### config.mk
export PLATFORM = sky130hd
export DESIGN_NAME = imem_boot_loader
export DESIGN_NICKNAME = d
export VERILOG_FILES = /design/src/rtl/mips_boot_pkg.sv /design/src/rtl/boot_word_assembler.sv /design/src/rtl/imem_boot_loader.sv
export SDC_FILE = /design/constraint.sdc
export NUM_CORES = 1
export LEC_CHECK = 0
export ABC_AREA = 1
export CORE_MARGIN = 8
export CORE_UTILIZATION = 45
export CTS_BUF_LIST = sky130_fd_sc_hd__clkbuf_16
export DETAILED_ROUTE_END_ITERATION = 7
export PLACE_DENSITY_LB_ADDON = 0.2
export SYNTH_ARGS = -nofsm -noshare
export SYNTH_HDL_FRONTEND = slang
export SYNTH_SLANG_ARGS = --single-unit
### constraint.sdc
create_clock -name clk -period 1.6 [get_ports clk]
set_input_delay 0.16 -clock clk [delete_from_list [all_inputs] [get_ports clk]]
set_output_delay 0.16 -clock clk [all_outputs]
set_load 0.005 [all_outputs]
### src/rtl/mips_boot_pkg.sv
// mips_boot_pkg: shared boot-loader FSM states and image-format constants
package mips_boot_pkg;
  typedef enum logic [2:0] {LEN_HI, LEN_LO, DATA, CSUM, RUN, ERR} boot_state_e;
  localparam int BOOT_LEN_BYTES = 2;
  localparam int BOOT_WORD_BYTES = 4;
endpackage

### src/rtl/boot_word_assembler.sv
// boot_word_assembler: packs big-endian bytes into 32-bit words, pulsing word_valid on the 4th byte
module boot_word_assembler
  import mips_boot_pkg::*;
(
  input  logic        clk,
  input  logic        clr,
  input  logic        in_valid,
  input  logic [7:0]  in_data,
  output logic        word_valid,
  output logic [31:0] word
);
  logic [1:0]  cnt_q, cnt_d;
  logic [23:0] sr_q, sr_d;
  // byte position and shift; the word is presented combinationally with its last byte
  always_comb begin
    word_valid = in_valid && cnt_q == 2'(BOOT_WORD_BYTES - 1);
    word       = {sr_q, in_data};
    cnt_d      = in_valid ? cnt_q + 2'd1 : cnt_q;
    sr_d       = in_valid ? {sr_q[15:0], in_data} : sr_q;
  end
  // clr discards any partial word
  always_ff @(posedge clk) begin
    if (clr) begin
      cnt_q <= '0;
      sr_q  <= '0;
    end else begin
      cnt_q <= cnt_d;
      sr_q  <= sr_d;
    end
  end
endmodule

### src/rtl/imem_boot_loader.sv
// imem_boot_loader: streams a length-prefixed image into imem, then releases core reset (checksum byte when IMEM_BOOT_CSUM_EN is defined)
module imem_boot_loader
  import mips_boot_pkg::*;
#(
  parameter int ADDR_W = 8
) (
  input  logic              clk,
  input  logic              rst,
  input  logic [7:0]        rx_data,
  input  logic              rx_valid,
  output logic              rx_ready,
  output logic              imem_we,
  output logic [ADDR_W-1:0] imem_addr,
  output logic [31:0]       imem_wdata,
  output logic              core_rst,
  output logic              done,
  output logic              error
);
  localparam logic [16:0] CAP = 17'(1) << ADDR_W;
`ifdef IMEM_BOOT_CSUM_EN
  localparam boot_state_e TAIL = CSUM;
`else
  localparam boot_state_e TAIL = RUN;
`endif
  boot_state_e       state_q, state_d;
  logic [7:0]        len_hi_q, len_hi_d;
  logic [ADDR_W:0]   n_q, n_d, idx_q, idx_d, idx_nx;
  logic              we_q, we_d;
  logic [ADDR_W-1:0] addr_q, addr_d;
  logic [31:0]       wdata_q, wdata_d;
  logic              core_rst_q, done_q;
  logic              take, word_valid;
  logic [31:0]       word;
  logic [15:0]       len;
`ifdef IMEM_BOOT_CSUM_EN
  logic [7:0]        csum_q, csum_d;
`endif
  assign rx_ready   = state_q inside {LEN_HI, LEN_LO, DATA, CSUM};
  assign take       = rx_valid && rx_ready;
  assign len        = {len_hi_q, rx_data};
  assign imem_we    = we_q;
  assign imem_addr  = addr_q;
  assign imem_wdata = wdata_q;
  assign core_rst   = core_rst_q;
  assign done       = done_q;
  assign error      = state_q == ERR;
  boot_word_assembler u_asm (
    .clk        (clk),
    .clr        (rst),
    .in_valid   (take && state_q == DATA),
    .in_data    (rx_data),
    .word_valid (word_valid),
    .word       (word)
  );
  // next state, word index and one-cycle write strobe
  always_comb begin
    state_d  = state_q;
    len_hi_d = len_hi_q;
    n_d      = n_q;
    idx_d    = idx_q;
    idx_nx   = idx_q + (ADDR_W+1)'(1);
    we_d     = 1'b0;
    addr_d   = addr_q;
    wdata_d  = wdata_q;
`ifdef IMEM_BOOT_CSUM_EN
    csum_d   = take && state_q != CSUM ? csum_q ^ rx_data : csum_q;
`endif
    case (state_q)
      LEN_HI: if (take) begin
        len_hi_d = rx_data;
        state_d  = LEN_LO;
      end
      LEN_LO: if (take) begin
        n_d     = len[ADDR_W:0];
        idx_d   = '0;
        state_d = {1'b0, len} > CAP ? ERR : len == 16'd0 ? TAIL : DATA;
      end
      DATA: if (word_valid) begin
        we_d    = 1'b1;
        addr_d  = idx_q[ADDR_W-1:0];
        wdata_d = word;
        idx_d   = idx_nx;
        state_d = idx_nx == n_q ? TAIL : DATA;
      end
`ifdef IMEM_BOOT_CSUM_EN
      CSUM: if (take) state_d = rx_data == csum_q ? RUN : ERR;
`endif
      default: ;
    endcase
  end
  // state and output registers; core release lags RUN entry by one edge so the last write lands first
  always_ff @(posedge clk) begin
    if (rst) begin
      state_q    <= LEN_HI;
      len_hi_q   <= '0;
      n_q        <= '0;
      idx_q      <= '0;
      we_q       <= 1'b0;
      addr_q     <= '0;
      wdata_q    <= '0;
      core_rst_q <= 1'b1;
      done_q     <= 1'b0;
    end else begin
      state_q    <= state_d;
      len_hi_q   <= len_hi_d;
      n_q        <= n_d;
      idx_q      <= idx_d;
      we_q       <= we_d;
      addr_q     <= addr_d;
      wdata_q    <= wdata_d;
      core_rst_q <= state_q != RUN;
      done_q     <= state_q == RUN;
    end
  end
`ifdef IMEM_BOOT_CSUM_EN
  // running XOR over length and payload bytes
  always_ff @(posedge clk) begin
    if (rst) csum_q <= '0;
    else     csum_q <= csum_d;
  end
`endif
endmodule

Word-level counts from Yosys, hierarchy flattened
Index checks and enable logic that the tools add are counted.
{"block": "totals", "ff_bits": 98, "inputBits": 11, "out_inout_bits": 45, "elab_cells": 51}
{"block": "op_classes", "add_sub_neg": 2, "magnitude_cmp": 1, "eq_ne": 11, "n_mux": 11, "bitwise": 1, "n_reduce_logical": 14}
{"op": "$mux W3", "count": 6}
{"op": "$mux W9", "count": 2}
{"op": "$pmux W9 S2", "count": 1}
{"op": "$gt A16 B9 Y1 const B", "count": 1}
{"op": "$logic_not A16 Y1", "count": 1}
{"op": "$add A9 B1 Y9 const B", "count": 1}
{"op": "$eq A9 B9 Y1", "count": 1}
{"op": "$pmux W3 S3", "count": 1}
{"op": "$eq A3 B2 Y1 const B", "count": 2}
{"op": "$eq A3 B3 Y1 const B", "count": 2}
{"op": "$reduce_and A2 Y1", "count": 3}
{"op": "$ne A2 B2 Y1 const B", "count": 2}
{"op": "$reduce_and A4 Y1", "count": 1}
{"op": "$reduce_bool A4 Y1", "count": 1}
{"op": "$eq A3 B1 Y1 const B", "count": 1}
{"op": "$logic_and A1 B1 Y1", "count": 3}
{"op": "$logic_not A3 Y1", "count": 1}
{"op": "$ne A3 B3 Y1 const B", "count": 1}
{"op": "$reduce_and A3 Y1", "count": 1}
{"op": "$reduce_bool A3 Y1", "count": 1}
{"op": "$add A2 B1 Y2 const B", "count": 1}
{"op": "$eq A2 B2 Y1 const B", "count": 1}
{"op": "$ne A2 B1 Y1 const B", "count": 1}
{"op": "$reduce_bool A2 Y1", "count": 1}
{"op": "other kinds (3)", "count": 3}

Longest topological paths before layout
{"block": "depth", "depth_word": 7, "depth_mapped": 14, "depth_no_buf": 14}

Modules after synthesis
Synthesis repeated with hierarchy kept, for this count alone.
{"block": "hier_totals", "hier_cells": 581, "hier_area_um2": 4182.8}
{"mod": "imem_boot_loader", "instances": 1, "cells_each": 406, "area_each_um2": 2985.4, "seq_area_each_um2": 1441.4}
{"mod": "boot_word_assembler", "instances": 1, "cells_each": 175, "area_each_um2": 1197.4, "seq_area_each_um2": 520.5}

Worst setup path after synthesis
No wires, ideal clock.
{"block": "synth_timing", "path_kind": "reg2reg", "startpoint": "reg idx_q[1]", "endpoint": "reg state_q[1]", "setup_time_ns": 0.131, "t_arrival_ns": 1.380, "t_required_ns": 1.469, "setup_slack_ns": 0.089, "stages_incl_launch_ff": 13, "n_path_buf": 0, "synth_period_minus_slack_ns": 1.511, "cell_sequence": "dfxtp_1 -> ha_1 -> nand2_2 -> nor2_4 -> nand2_1 -> nand3b_1 -> nand3_1 -> nor2_1 -> nand3_1 -> nand2_1 -> nand2_1 -> nand2_1 -> a21oi_2"}
{"block": "synth_between", "elab_chain_len": 5}
{"item": "start: declaration", "line_no": "imem_boot_loader.sv:27", "source": "logic [ADDR_W:0] n_q, n_d, idx_q, idx_d, idx_nx;"}
{"item": "start signal: assignment", "line_no": "imem_boot_loader.sv:107", "source": "idx_q <= idx_d;"}
{"item": "$add A9 B1 Y9", "line_no": "imem_boot_loader.sv:61", "source": "idx_nx = idx_q + (ADDR_W+1)'(1);"}
{"item": "$eq A9 B9 Y1", "line_no": "imem_boot_loader.sv:83", "source": "state_d = idx_nx == n_q ? TAIL : DATA;"}
{"item": "$mux W3", "line_no": "imem_boot_loader.sv:83"}
{"item": "$mux W3", "line_no": "imem_boot_loader.sv:78", "source": "DATA: if (word_valid) begin"}
{"item": "$pmux W3 S3", "line_no": "imem_boot_loader.sv:68", "source": "case (state_q)"}
{"item": "end signal: assignment", "line_no": "imem_boot_loader.sv:104", "source": "state_q <= state_d;"}
{"item": "end: declaration", "line_no": "imem_boot_loader.sv:25", "source": "boot_state_e state_q, state_d;"}
No other way between the ends. The select of a mux whose other input is x is not followed.
A chain may end at the register's enable or synchronous reset.

Worst setup path in the final report
{"block": "layout_timing", "startpoint": "reg idx_q[0]", "endpoint": "reg state_q[1]"}
Same word-level chain as after synthesis.

==> summary.md <==
| Metric | Value |
|---|---|
| Clock skew | `11.7 ps` |
| Fin area | `0.00506 mm^2` |
| IO Count | `56` |
| Post-synthesis sequential area ratio | `0.514` |
| WP data required | `1820 ps` |
| Largest net degree at the start of global routing | `77` |
| Share of cells above drive strength 1 | `0.147` |
| DR top layer | `met4` |
| DR WL met2 | `4330 um` |
| Cells after synthesis | `501` |
| Static leakage | `0.00207 uW` |
| Max rail drop VDD | `852 uV` |
| DR vias | `3618` |
| Initial antenna violation count | `0` |
| Max Cap Violations | `0` |
| First-pass GRT wire length | `16300 um` |
| Setup ws final | `-43.2 ps` |
| Top FF cell, synth | `dfxtp_1` |
| Drt pass-1 iters | `5` |
| TritonCTS Buffers | `9` |
| Dpl hpwl | `6910 um` |
| DRT iter0 DRCs | `231` |
| Hold Path Class | `reg2reg` |
| Violated checks | `negative setup slack` |
| Routed len/inst | `14.1 um` |
| Syn Nets | `514` |
| Post-Route WL | `9790 um` |
| Synth cell count leaders | `nand2_1 (100), dfxtp_1 (98), o21ai_0 (64)` |
| ANT nets after route | `0` |
| Syn avg cell area | `7.62 um^2` |
| Cell Area, Placed | `0.00468 mm^2` |
| Gr usage total | `0.171` |
| Routability cong. | `0.943` |
| Clock Tree Buf Depth | `2` |
| Fin. Hold Viols | `0` |
| Clock Latency Late Sink | `340 ps` |
| Core Box Area | `0.00822 mm^2` |
| Tmin final | `1640 ps` |
| Area leader, netlist | `dfxtp_1` |
| Crit Path Class | `reg2reg` |
| Die Y | `108 um` |
| PwrDens | `985 mW/mm^2` |
| N_diodes | `0` |
| Port Buffer Count | `55` |
| Worst EP arrival | `1860 ps` |
| Mapped Area | `0.00382 mm^2` |
| Synth async-reset ratio | `0` |
| Die X | `108 um` |
| Slew Viols, Final | `0` |
| Number of synthesized flops with an enable pin | `0` |
| Starting Density | `0.465` |
| Status | `complete, but fails checks` |
| Top-count cell post-synth | `nand2_1` |
| Final-report setup violation count | `1` |
| Setup TNS | `-43.2 ps` |
| Clock Pin Slew Worst Setup and Hold Paths | `70 ps` |
| Tcrit/Tclk final | `1.03` |
| Worst-path fanout max | `3` |
| Post-synthesis register bit count | `98` |
| # hold bufs at CTS | `0` |
| Drt via density | `5.23` |
| Site row count | `33` |
| Max H-tree Level | `3` |
| Startpoint types | `register` |
| Slew margin rel. | `0.806` |
| Library cells used by synthesis | `27` |
| Full die area | `0.0117 mm^2` |
| Vias in the first global route | `3389` |
| CTS tree | `built` |
| Nets | `595` |
| Synth warn | `0` |
| CTS Root Cell | `clkbuf_16` |
| Worst-margin pin slew | `291 ps` |
| Max Freq | `609 MHz` |
| Setup repair after global routing missed its margin | `yes` |
| Post-synth top area share | `0.514` |
| Clock sink total | `98` |
| Area contributors post-synth | `dfxtp_1 (51%), nand2_1 (9.8%), o21ai_0 (8.4%), a21oi_1 (8.1%), nand3_1 (5.5%)` |
| Worst setup EP type | `register` |
| P&R area growth vs syn | `32.6%` |
| WL met1 | `4750 um` |
| DR DRC count | `0` |
| Congestion Overflow GR | `0` |
| Fillers | `762` |
| Routed wl met3 | `570 um` |
-- final cells by class --
cell class,instances,area [um^2],share of cell area
Clock inverter,7,62.6,0.0124
Multi-Input combinational cell,332,1610,0.317
Clock buffer,9,225,0.0445
Timing Repair Buffer,95,895,0.177
Sequential cell,98,1970,0.389
Inverter,46,176,0.0348
Tap cell,105,131,0.0259
-- layer usage --
layer / GRT usage / vias to the layer above
met5: 0 / -
met4: 0.0624 / 0
met3: 0.0262 / 9
met2: 0.257 / 116
met1: 0.242 / 1691
li1: - / 1802
-- where the power goes --
| group | switching [uW] | internal [uW] | total, uW |
|---|---|---|---|
| registers | 40.5 | 2510 | 2550 |
| clock network | 967 | 1080 | 2050 |
| logic | 227 | 163 | 390 |
| total | 1230 | 3750 | 4990 |
-- sequential cells by signal (all words and copies together) (netlist names) --
name         flops
len_hi_q         8
u_asm.cnt_q      2
imem_wdata      32
imem_we          1
idx_q            9
state_q          3
imem_addr        8
done             1
n_q              9
u_asm.sr_q      24
core_rst         1
-- stage by stage --
| stage | worst slack [ps] | instances | total power [uW] | utilization | hold slack, ps |
|---|---|---|---|---|---|
| after CTS | -12.4 | 691 | 5010 | 0.614 | 449 |
| after floorplan | 89.3 | 501 | 2800 | - | 311 |
| after detailed placement | -131 | 670 | 2980 | 0.570 | 439 |
| final | -43.2 | 692 | 4990 | 0.616 | 448 |
| after global placement | -51.5 | 670 | 2970 | 0.570 | 433 |
| after global routing | -140 | 692 | 5200 | 0.616 | 472 |
-- cell families (layout without fill, tap and decap cells) --
logic type / count (synthesis) / count (layout) / synth area share
XOR/XNOR: 1 / 1 / 0.00229
AND/OR/NAND/NOR: 199 / 199 / 0.229
AO/OA/AOI/OAI: 130 / 130 / 0.174
buffers and inverters: 71 / 157 / 0.0740
flip-flops: 98 / 98 / 0.514
adder cells (fa/ha/maj): 2 / 2 / 0.00655
-- final timing paths --
path	startpoint	slack (ps)	to	depth (start not counted)
hold / removal	len_hi_q[6]	450	len_hi_q[6]	2
hold reg to reg	len_hi_q[6]	450	len_hi_q[6]	2
setup / recovery	idx_q[0]	-40	state_q[1]	12
setup reg to reg	idx_q[0]	-40	state_q[1]	12
-- worst max-delay path, cell delays in order, from the launching register on --
cell and delay (ps):
dfxtp_2 360, buf_6 120, clkinvlp_4 130, nor2_4 160, nand3_1 130, nand3b_1 130
nand2_2 80, nor2_2 100, nand3_1 80, nand2_1 60, nand2_1 60, nand2_1 80
a21oi_2 50
-- cell usage in the layout, fill, tap and decap left out, types with 3 or more instances in the layout --
cell type         n
nor2_2            5
inv_1            40
dfxtp_1          93
nand2_1          97
nand3_1          42
a21oi_1          62
nand2_2           4
buf_12            3
inv_2             5
nand3b_1          4
o21ai_0          64
nor2_4            4
clkbuf_16         9
buf_4            35
clkdlybuf4s50_1  54
dfxtp_2           5
nor2_1           37
-- what timing repair did --
| item | CTS | global route |
|---|---|---|
| gates cloned | 0 | 0 |
| gates resized for setup | 14 | 3 |
| setup buffers | 5 | 1 |
| endpoints found under the setup margin | 2 | 12 |
| pin swaps | 7 | 5 |
(Power assumes the default switching activity.)
==> edit, RTL diff (same settings) <==
Set the parameter `ADDR_W` to 9 (it was 8).
--- a/src/rtl/imem_boot_loader.sv
+++ b/src/rtl/imem_boot_loader.sv
@@ -4,3 +4,3 @@
 #(
-  parameter int ADDR_W = 8
+  parameter int ADDR_W = 9
 ) (
Ports: changed (resized imem_addr); port bits go from 56 to 57. The function was not compared with the original's and may differ.
==> edit against the unedited design <==
Setup slack improved by 49 ps. Largest power group unchanged. Design area grew 5.1%. Via count decreased by 0.80%. Sequential cell count increased by 3. Critical path type unchanged. Critical path depth up 2. Highest routed layer unchanged. Area after synthesis rose by 4.1%. Total power increased by 8.2%. Routed wire length rose by 0.90%.
==> edit: results (changes against the unedited design) <==
Run status
  • Status: complete, no violations

Setup path
  • CP arrival: 1830 ps (-30 ps)

Placement
  • DP HPWL: 6850 um (-0.87%)
  • IO Port Bufs: 56 (+1.8%)
  • Place WS: -149 ps (-18.0 ps)
  • GPL Wtd Cong: 0.864 (-8.4%)
  • Placed cells: 688 (+2.7%)
  • Area after DPL: 4880 um2 (+4.2%)

Yosys
  • Synth cell count leaders: dfxtp_1, nand2_1, a21oi_1
  • Post-synth ARST share: 0 (unchanged)
  • Yosys cell types: 33 (+22%)
  • Synth area leaders: dfxtp_1, a21oi_1, nand2_1, o21ai_0, inv_1
  • Seq/Total Area, Yosys: 0.508 (-0.00526)
  • Mapped Cells: 510 (+1.8%)
  • Syn nets: 523 (+1.8%)

Pwr
  • Clock-net power: 2.36 mW (+15%)
  • Pwr Total: 5.39 mW (+8.2%)
  • Lkg Pwr: 2.08 nW (+0.53%)
  • Switching Fraction: 0.234 (-0.0130)
  • IR drop worst, VDD: 0.557 mV (-35%)
  • Reported sequential group power: 2.63 mW (+3%)

Detailed routing
  • Final wirelength: 9880 um (+0.90%)
  • DR WL/cell: 14.0 um (-1.1%)
  • Vias: 3589 (-0.80%)
  • Starting DRT DRC Count: 166 (-28%)

Layout
  • Fill cells: 766 (+0.52%)
  • Layout net count: 606 (+1.8%)
  • Area grow syn2layout: 33.8%
  • Layout cells sized above 1: 0.156 (+0.00901)
  • Max FFs per register: 32 (unchanged)

Global route
  • First-pass GRT wire length: 16300 um (+0.17%)
  • Vias in the first global route: 3541 (+4.5%)
  • Total GRT Usage: 0.170 (-0.00102)
  • Largest net degree at the start of global routing: 65 (-16%)

CTS
  • Clock buffers created by TritonCTS: 9 (unchanged)

STA
  • Rel. slew slack: 0.745 (-0.0615)
  • Worst Skew: 4.50 ps (-7.17 ps)
[edit: changes by cell type after synthesis, sizes merged, moves of 2 or more]
cell    delta
nor2      -17
a21oi      +8
inv        +8
nand3      -6
nand2      -5
o21ai      +5
buf        +3
dfxtp      +3
nand4      +3
nor4       +3
clkbuf     -2
clkinv     +2
xor2       +2
[edit: per-layer routing]
metal	part of all wire	routed length (um)	global-route usage
met5	0	0	0
met4	0.024	237	0.0723
met3	0.051	501	0.0384
met2	0.49	4880	0.297
met1	0.43	4260	0.196
[edit: logic make-up (layout without fill, tap and decap cells)]
family	count (synthesis)	count (layout)	share of synthesized area
AND/OR/NAND/NOR	176	176	0.203
adder cells (fa/ha/maj)	2	2	0.00629
buffers and inverters	82	170	0.0856
XOR/XNOR	5	5	0.0145
AO/OA/AOI/OAI	144	144	0.183
flip-flops	101	101	0.508
[edit: worst paths after layout]
check	to	cells past startpoint	startpoint	slack (ps)
worst max-delay path	state_q[1]	14	idx_q[1]	5
worst min register to register	len_hi_q[3]	2	len_hi_q[3]	460
worst min-delay path	len_hi_q[3]	2	len_hi_q[3]	460
worst max register to register	state_q[1]	14	idx_q[1]	5
[edit: timing repair]
item,in CTS,in global routing
pin swaps,2,11
gates resized for setup,12,18
setup endpoints to repair,3,31
buffers inserted,0,2
[edit: final cells by class]
cell class,count,area share
Sequential cell,101,0.382
Multi-Input combinational cell,327,0.319
Timing Repair Buffer,98,0.173
Clock buffer,9,0.0423
Inverter,56,0.0405
Tap cell,108,0.0254
Clock inverter,7,0.0186
[edit: critical path, cell delays in order (launching register included)]
cell and delay (ps):
dfxtp_2 340, ha_4 270, inv_1 30, nand2_1 50, nand2_1 60, nor2_2 100, nand3_2 60, nor2_1 100
nand2_1 70, nor2_2 130, nand3_1 70, nand2_1 60, nand2_1 40, nand2_1 70, a21oi_2 50
